File: config.mk
export PLATFORM = sky130hd
export DESIGN_NAME = sobel_stage
export DESIGN_NICKNAME = d
export VERILOG_FILES = /design/src/rtl/sobel_stage.sv
export SDC_FILE = /design/constraint.sdc
export NUM_CORES = 2
export LEC_CHECK = 0
export ABC_AREA = 0
export BUFFER_PORTS_ARGS = -buffer_cell sky130_fd_sc_hd__buf_2
export CAP_MARGIN = 20
export CELL_PAD_IN_SITES_DETAIL_PLACEMENT = 1
export CELL_PAD_IN_SITES_GLOBAL_PLACEMENT = 2
export CORE_MARGIN = 2
export CORE_UTILIZATION = 43
export DETAILED_ROUTE_END_ITERATION = 8
export PLACE_DENSITY = 0.82
export REMOVE_ABC_BUFFERS = 1
export SLEW_MARGIN = 10
export SYNTH_ARGS = -nofsm -noshare
export SYNTH_HDL_FRONTEND = slang
export SYNTH_SLANG_ARGS = --single-unit
File: constraint.sdc
create_clock -name clk -period 10.1 [get_ports clk]
set_input_delay 0.505 -clock clk [delete_from_list [all_inputs] [get_ports clk]]
set_output_delay 0.505 -clock clk [all_outputs]
set_load 0.01 [all_outputs]
File: src/rtl/sobel_stage.sv
// sobel_stage
//   Streaming 3x3 Sobel edge detector between an SPI pixel deserializer and
//   a frame-buffer writer. Pixels arrive in raster order. Each interior
//   window produces one 2-bit edge code, addressed by its centre pixel.
//
//   Build option: SOBEL_THRESHOLD_EN
//     defined   : out_pix = 2'b11 when the saturated magnitude >= THRESH,
//                 otherwise 2'b00
//     undefined : out_pix = saturated magnitude[7:6]; THRESH is unused
//
// Ports
//   clk        : single clock, rising edge
//   reset      : synchronous, active-high
//   in_valid   : upstream presents a pixel
//   in_sof     : in_pix is pixel (0,0) of a new frame
//   in_pix     : 8-bit grayscale pixel
//   in_ready   : stage accepts a pixel this cycle
//   out_valid  : edge pixel available
//   out_ready  : downstream accepts out_pix/out_addr
//   out_pix    : 2-bit edge intensity
//   out_addr   : y*IMG_W+x of the window centre
//   frame_done : one-cycle pulse after the last pixel of a frame is accepted
module sobel_stage #(
    parameter int          IMG_W  = 160,
    parameter int          IMG_H  = 120,
    parameter logic [7:0]  THRESH = 8'd64
) (
    input  logic        clk,
    input  logic        reset,
    input  logic        in_valid,
    input  logic        in_sof,
    input  logic [7:0]  in_pix,
    output logic        in_ready,
    output logic        out_valid,
    input  logic        out_ready,
    output logic [1:0]  out_pix,
    output logic [14:0] out_addr,
    output logic        frame_done
);

    localparam int XW = $clog2(IMG_W);
    localparam int YW = $clog2(IMG_H);
    localparam logic [XW-1:0] X_LAST = XW'(IMG_W - 1);
    localparam logic [YW-1:0] Y_LAST = YW'(IMG_H - 1);

    logic [XW-1:0] x_cnt, x_eff;
    logic [YW-1:0] y_cnt, y_eff;
    logic          fire, produce, last_pix;

    // Line buffers: lb1 holds row y-1, lb2 holds row y-2, indexed by column.
    logic [7:0] lb1 [IMG_W];
    logic [7:0] lb2 [IMG_W];

    // Window columns x-2 (p?0) and x-1 (p?1) are registered; column x (p?2)
    // is the live column {lb2[x], lb1[x], in_pix}, so the full 3x3 window
    // is complete in the same cycle the pixel is accepted.
    logic [7:0] p00, p01, p10, p11, p20, p21;
    logic [7:0] p02, p12, p22;

    logic [10:0] gx_pos, gx_neg, gy_pos, gy_neg;
    logic [10:0] abs_gx, abs_gy, mag;
    logic [1:0]  pix_code;
    logic [14:0] addr_calc;

    assign in_ready = !out_valid || out_ready;
    assign fire     = in_valid && in_ready;

    // A start-of-frame pixel is (0,0) regardless of what the counters hold.
    assign x_eff = in_sof ? '0 : x_cnt;
    assign y_eff = in_sof ? '0 : y_cnt;

    assign produce  = fire && (x_eff >= XW'(2)) && (y_eff >= YW'(2));
    assign last_pix = (x_eff == X_LAST) && (y_eff == Y_LAST);

    assign p02 = lb2[x_eff];
    assign p12 = lb1[x_eff];
    assign p22 = in_pix;

    // Gx/Gy split into non-negative halves; |G| is the larger minus the
    // smaller, which keeps everything unsigned and inside 11 bits.
    assign gx_pos = {3'b000, p02} + {2'b00, p12, 1'b0} + {3'b000, p22};
    assign gx_neg = {3'b000, p00} + {2'b00, p10, 1'b0} + {3'b000, p20};
    assign gy_pos = {3'b000, p20} + {2'b00, p21, 1'b0} + {3'b000, p22};
    assign gy_neg = {3'b000, p00} + {2'b00, p01, 1'b0} + {3'b000, p02};

    assign abs_gx = (gx_pos >= gx_neg) ? (gx_pos - gx_neg) : (gx_neg - gx_pos);
    assign abs_gy = (gy_pos >= gy_neg) ? (gy_pos - gy_neg) : (gy_neg - gy_pos);
    assign mag    = abs_gx + abs_gy;

`ifdef SOBEL_THRESHOLD_EN
    // Comparing the unsaturated magnitude is equivalent: anything above 255
    // saturates to 255, which is >= any 8-bit threshold.
    assign pix_code = (mag >= 11'(THRESH)) ? 2'b11 : 2'b00;
`else
    logic unused_thresh;
    assign unused_thresh = ^THRESH;
    assign pix_code = (mag > 11'd255) ? 2'b11 : mag[7:6];
`endif

    // Centre of the window is one column and one row behind the new pixel.
    assign addr_calc = (15'(y_eff) - 15'd1) * 15'(IMG_W) + 15'(x_eff) - 15'd1;

    // Line buffers are deliberately not reset: outputs only start once two
    // full rows of the current frame have been written.
    always_ff @(posedge clk) begin
        if (fire) begin
            lb1[x_eff] <= in_pix;
            lb2[x_eff] <= lb1[x_eff];
        end
    end

    always_ff @(posedge clk) begin
        if (reset) begin
            x_cnt <= '0;
            y_cnt <= '0;
            p00   <= '0;
            p01   <= '0;
            p10   <= '0;
            p11   <= '0;
            p20   <= '0;
            p21   <= '0;
        end else if (fire) begin
            p00 <= p01;
            p01 <= p02;
            p10 <= p11;
            p11 <= p12;
            p20 <= p21;
            p21 <= p22;
            if (x_eff == X_LAST) begin
                x_cnt <= '0;
                y_cnt <= (y_eff == Y_LAST) ? '0 : y_eff + YW'(1);
            end else begin
                x_cnt <= x_eff + XW'(1);
                y_cnt <= y_eff;
            end
        end
    end

    always_ff @(posedge clk) begin
        if (reset) begin
            out_valid  <= 1'b0;
            out_pix    <= '0;
            out_addr   <= '0;
            frame_done <= 1'b0;
        end else begin
            frame_done <= fire && last_pix;
            // produce can only happen when the slot is free or draining,
            // because fire requires in_ready.
            if (produce) begin
                out_valid <= 1'b1;
                out_pix   <= pix_code;
                out_addr  <= addr_calc;
            end else if (out_ready) begin
                out_valid <= 1'b0;
            end
        end
    end

endmodule

Word-level counts from Yosys, hierarchy flattened
Memories as Yosys holds them, arrays and structs flattened. Index checks and enable logic that the tools add are counted.

Flip-flop bits (word level): 82. Latch bits: 0. Bits in writable memories: 2560. Bits in read-only memories: 0. Input port bits: 13. Output and inout bits: 20. Word-level logic and storage cells: 60. Memories: 2.

Add/sub/neg operators: 18. Multiply operators: 1. Divide/modulo/power cells: 0. Magnitude comparators: 5. Equal/unequal tests: 2. Shift-type cells: 0. Muxes and demuxes: 12. Bitwise operators: 0. Reduce and logical (&&, ||, !) cells: 8.

Memories: lb1 (words 160, bits a word 8, rd ports 1, clocked after memory_dff 0, wr ports 1, RTL line 51) `logic [7:0] lb1 [IMG_W];`; lb2 (words 160, bits a word 8, rd ports 1, clocked after memory_dff 0, wr ports 1, RTL line 52) `logic [7:0] lb2 [IMG_W];`.

Operators by type and width (count): adder 10 x 8 -> 11 bit (4); subtractor 11 bit (4); adder 8 x 9 -> 10 bit (4); >= comparator 11 bit (2); two-way mux 11 bit (2); two-way mux 7 bit (3); two-way mux 8 bit (2); adder 15 x 8 -> 15 bit (1); multiplier 15 x 3 -> 10 bit (second input constant) (1); subtractor 15 x 1 -> 15 bit (second input constant) (1); adder 11 bit (1); greater-than comparator 11 x 8 -> 1 bit (second input constant) (1); adder 8 x 1 -> 8 bit (second input constant) (1); == test 8 bit (second input constant) (1); >= comparator 8 x 2 -> 1 bit (second input constant) (1); subtractor 7 x 1 -> 8 bit (second input constant) (1); adder 7 x 1 -> 7 bit (second input constant) (1); == test 7 bit (second input constant) (1); >= comparator 7 x 2 -> 1 bit (second input constant) (1); logical AND 1 bit (5); two-way mux 1 bit (4); two-way mux 2 bit (1); nonzero test 2 bit (1); logical NOT 1 bit (1); logical OR 1 bit (1).

Logic depth before layout (Yosys ltp)
An unclocked memory read counts as a cell.

Word-level depth: 9. Mapped depth: 45. Mapped depth without buffers: 40.

Worst setup path before layout
No wires, ideal clock.

Kind: input -> register. Start: input port in_sof. End: register out_pix[1]. Library setup time: 0.138 ns. Arrival: 9.895 ns. Required time: 9.962 ns. Setup slack: 0.067 ns. Stages: 40. Buffers on the path: 4. Cell sequence: buf_4 -> nor2b_1 -> clkinv_1 -> clkbuf_1 -> clkbuf_1 -> clkbuf_1 -> a21oi_1 -> a221oi_1 -> o21ai_0 -> nand4_1 -> nand2_1 -> fa_1 -> ha_1 -> inv_1 -> fa_1 -> inv_1 -> a21oi_1 -> o21bai_1 -> [... 4 more ...] -> inv_1 -> ha_1 -> nand2_1 -> nor3_1 -> a31oi_1 -> nand3_1 -> mux2_2 -> a221oi_2 -> xnor2_1 -> ha_1 -> or3_1 -> o21ai_0 -> a21oi_1 -> a31oi_1 -> xnor2_1 -> xnor2_1 -> nor4_1 -> a211oi_1.

Word-level cells in the longest chain between the ends: 9. Elaborated cells between the ends (all ways): 22. Those cells by class: add/sub (8); order compare (5); mux (5); reduce/logical (2); memory (2).

Ends and longest elaborated chain: from (decl) (RTL line 31) `input logic in_sof,`; two-way mux 8 bit * (RTL line 69) `assign x_eff = in_sof ? '0 : x_cnt;`; memory (160 x 8 bit) *; named net p12[0] (RTL line 58) `logic [7:0] p02, p12, p22;`; adder 8 x 9 -> 10 bit * (RTL line 81) `assign gx_pos = {3'b000, p02} + {2'b00, p12, 1'b0} + {3'b000, p22};`; adder 10 x 8 -> 11 bit * (RTL line 81); subtractor 11 bit / >= comparator 11 bit (equally long branches) (RTL line 86) `assign abs_gx = (gx_pos >= gx_neg) ? (gx_pos - gx_neg) : (gx_neg - gx_pos);`; two-way mux 11 bit * (RTL line 86); adder 11 bit * (RTL line 88) `assign mag = abs_gx + abs_gy;`; greater-than comparator 11 x 8 -> 1 bit (RTL line 97) `assign pix_code = (mag > 11'd255) ? 2'b11 : mag[7:6];`; two-way mux 2 bit * (RTL line 97); to (signal assigned) (RTL line 151) `out_pix <= pix_code;`; to (decl) (RTL line 36) `output logic [1:0] out_pix,`.

Mark *: on every way through the listed nets, which the timed path passes. The rest lies on a longest branch. A chain may end at the register's enable or synchronous reset.

Final worst setup path
Start: register x_cnt[2]. End: register out_pix[0].

Word-level cells in the longest chain between the ends: 9. Elaborated cells between the ends (all ways): 20. Those cells by class: add/sub (8); order compare (4); mux (4); reduce/logical (2); memory (2).

Ends and longest elaborated chain: from (decl) (RTL line 46) `logic [XW-1:0] x_cnt, x_eff;`; from (signal assigned) (RTL line 133) `x_cnt <= x_eff + XW'(1);`; two-way mux 8 bit * (RTL line 69); memory (160 x 8 bit) *; named net p12[0] (RTL line 58); adder 8 x 9 -> 10 bit * (RTL line 81); adder 10 x 8 -> 11 bit * (RTL line 81); subtractor 11 bit / >= comparator 11 bit (equally long branches) (RTL line 86); two-way mux 11 bit * (RTL line 86); adder 11 bit * (RTL line 88); greater-than comparator 11 x 8 -> 1 bit (RTL line 97); two-way mux 2 bit * (RTL line 97).

Marked as above.

==> flow_metrics.py <==
metrics = {
    "clocking": {
        "cts_inserted_buffers": 292,
        "clk_pin_slew_ps": 60,
        "cts_tree": "yes",
        "clk_root_buffer_cell": "clkbuf_16",
        "clkSinkCount": 2642,
        "clock_latency_ps": 960,
        "htreeDepth": 5,
        "cts_buffer_depth": 4,
    },
    "critical_path": {
        "r2r_slack_ps": 470,
        "crit_start": "x_cnt[2]",
        "criticalPathCategory": "flip-flop to flip-flop",
        "critPathCaptureType": "flip-flop",
        "rr_startpoint": "x_cnt[2]",
        "required_ps": 10830,
        "cp-start-kind": "flip-flop",
        "cp_common_cell": "buf_4",
        "critPathMaxStageDelay_ps": 920,
        "cp_slowest_cell": "a221oi_1",
        "crit_arrival_ps": 10360,
        "critPathMaxFanout": 45,
    },
    "drt": {
        "ant_nets": 0,
        "via_count": 71663,
        "drc_errors": 0,
        "dr.pass1.iters": 6,
        "wl_per_cell_um": 34.53,
        "drt-total-wl_um": 381800,
        "drt-initial-drc-count": 10495,
        "post_drt_via_cell_ratio": 6.480,
    },
    "global_route": {
        "grt_max_degree": 162,
        "grt_pass1_vias": 72644,
        "met1_usage_pct": 37.94,
        "grt_use_met3_pct": 6.915,
        "overflow": 0,
        "busiest_layer": "met2",
        "groute.layer.met2.usage_pct": 44.39,
        "antenna_found_initial": 23,
        "grt.total_usage_pct": 28.89,
        "grt_first_pass_wirelength_um": 540400,
    },
    "layout": {
        "multi_input_area_mm2": 0.02855,
        "final_area_mm2": 0.1259,
        "area_growth_pct": 14.41,
        "nets": 7652,
        "layout-drive-gt1-share_pct": 15.25,
        "fin_cells": 11059,
        "num-fill-cells": 24219,
        "utilization_pct": 49.49,
        "final_common_cell": "edfxtp_1",
        "layout_common_cells": "edfxtp_1 (2560), mux2i_1 (573), a21oi_1 (456), buf_4 (454), nand2_1 (335)",
        "regArea_mm2": 0.07853,
    },
    "hold_path": {
        "hp-class": "input pin to flip-flop",
        "min_from": "in_pix[5]",
    },
    "synthesis": {
        "yosysUniqueCellTypes": 85,
        "synth.top_cell.area_share_pct": 69.87,
        "async_flop_share_pct": 0,
        "synth_seq_area_share_pct": 71.36,
        "yosys-top-cells-area": "edfxtp_1 (70%), mux2i_1 (5.2%), a21oi_1 (2.1%), mux4_2 (1.8%), a211oi_1 (1.7%)",
        "syn_area_per_cell_um2": 15.42,
        "synthFlopType": "edfxtp_1",
        "yosys_register_bits": 2642,
        "synth-edff-count": 2560,
        "yosys_warnings": 0,
        "synth_top_area_cell": "edfxtp_1",
        "synth_area_mm2": 0.1100,
        "synth_cells": 7135,
    },
    "place": {
        "globalplace.congestion": 0.9056,
        "place_ws_ps": 247.9,
        "place_area_mm2": 0.1167,
        "dpl.hpwl_um": 233400,
        "port_buffers": 32,
        "dpl.cell_count": 10527,
    },
    "power": {
        "p_total_mw": 25.62,
        "ir_worst_vdd_mv": 0.2181,
        "p_per_area_mw_per_mm2": 203.5,
        "p_leak_nw": 40.86,
    },
    "sta": {
        "final.period_utilization_pct": 95.33,
        "finalMaxSlewViolations": 0,
        "worst_slew_pin_slew_ps": 1387,
        "setup_slack_ps": 471.3,
        "rsz0062_at_grt": "no",
        "fmax_mhz": 103.9,
        "hold_viol_final": 0,
        "finClkSkew_ps": 75.39,
        "setup_viol": 0,
        "relSlewSlack_pct": 6.589,
        "fin_crit_ps": 9629,
    },
    "floorplanning": {
        "rows": 185,
        "die_w_um": 509.8,
        "dieArea_mm2": 0.2599,
        "start_util_pct": 43.25,
        "core_mm2": 0.2544,
        "die_h_um": 509.8,
        "io_pins": 33,
    },
    "outcome": {
        "status": "finished clean",
    },
    "job": {
        "maxCapViolCount": 0,
    },
}
[synth_stat cells (all sizes together), types with 18 or more instances]
master	number
a211oi	243
a21o	33
a21oi	459
a221o	24
a221oi	165
a22oi	25
a31oi	27
buf	358
clkbuf	152
dfxtp	82
edfxtp	2560
fa	39
ha	127
inv	157
mux2	66
mux2i	573
mux4	87
nand2	338
nand2b	25
nand3	98
nor2	301
nor2b	56
nor3	122
o211ai	39
o21ai	266
o21bai	27
o221ai	157
o22a	28
o22ai	199
o31ai	18
xnor2	48
[metrics by stage]
stage	TNS, ps	hold slack (ps)
final	0	50.96
after global routing	0	13.50
after CTS	0	3.099
after detailed placement	0	450.2
after global placement	-438.4	439.3
after floorplan	-	425.8
[power breakdown]
part           internal [mW]  switching [mW]
Sequential              12.1          0.0169
Combinational           1.19            1.94
Clock                   5.98            4.36
[registers in the layout, summed over array words and instances, names as in the netlist, 7 cells and up]
| register | flops |
|---|---|
| lb1 | 1280 |
| x_cnt | 8 |
| p11 | 8 |
| p10 | 8 |
| lb2 | 1280 |
| out_addr | 15 |
| y_cnt | 7 |
| p21 | 8 |
| p00 | 8 |
| p20 | 8 |
| p01 | 8 |
[worst max-delay path: cells and delay by family (launching register included)]
family | cells | cell delay [ps]
buffers and inverters | 9 | 1490
AND/OR/NAND/NOR | 8 | 2040
adder cells (fa/ha/maj) | 5 | 1340
XOR/XNOR | 3 | 360
AO/OA/AOI/OAI | 15 | 3270
flip-flops | 1 | 440
multiplexers | 1 | 390
[kinds of logic after synthesis]
| family | Yosys count | share of synthesized area, % |
|---|---|---|
| flip-flops | 2642 | 71.36 |
| AO/OA/AOI/OAI | 1837 | 11.25 |
| AND/OR/NAND/NOR | 1036 | 4.255 |
| multiplexers | 726 | 7.669 |
| buffers and inverters | 668 | 2.832 |
| adder cells (fa/ha/maj) | 166 | 2.154 |
| XOR/XNOR | 60 | 0.4776 |
[timing repair]
| item | in CTS | in global routing |
|---|---|---|
| endpoints found under the setup margin | 0 | 2 |
| buffers inserted | 0 | 10 |
| hold endpoints to repair | 48 | 0 |
| hold buffers | 4 | 0 |
| resized for setup | 0 | 4 |
[cell type report]
class	count	area share [%]
well taps	3366	3.345
flip-flops and latches	2642	62.38
inverters	158	0.5188
repair buffers	554	3.909
diodes	16	0.03180
multi-input cells	3825	22.68
clock inverters	149	1.143
clock buffers	349	5.994
[per-layer routing]
| metal | part of all wire [%] | up-vias |
|---|---|---|
| met4 | 5.9 | 23 |
| met5 | 0.079 | - |
| met1 | 37 | 37061 |
| met2 | 46 | 4502 |
| met3 | 11 | 999 |
| li1 | - | 29078 |
[final timing paths]
check,cells after the start,to
worst min-delay path,1,lb1[124][5]
worst max-delay path,41,out_pix[0]
worst min register to register,2,out_addr[3]
worst max register to register,41,out_pix[0]
Note: power is estimated with default switching activity, not from simulation.
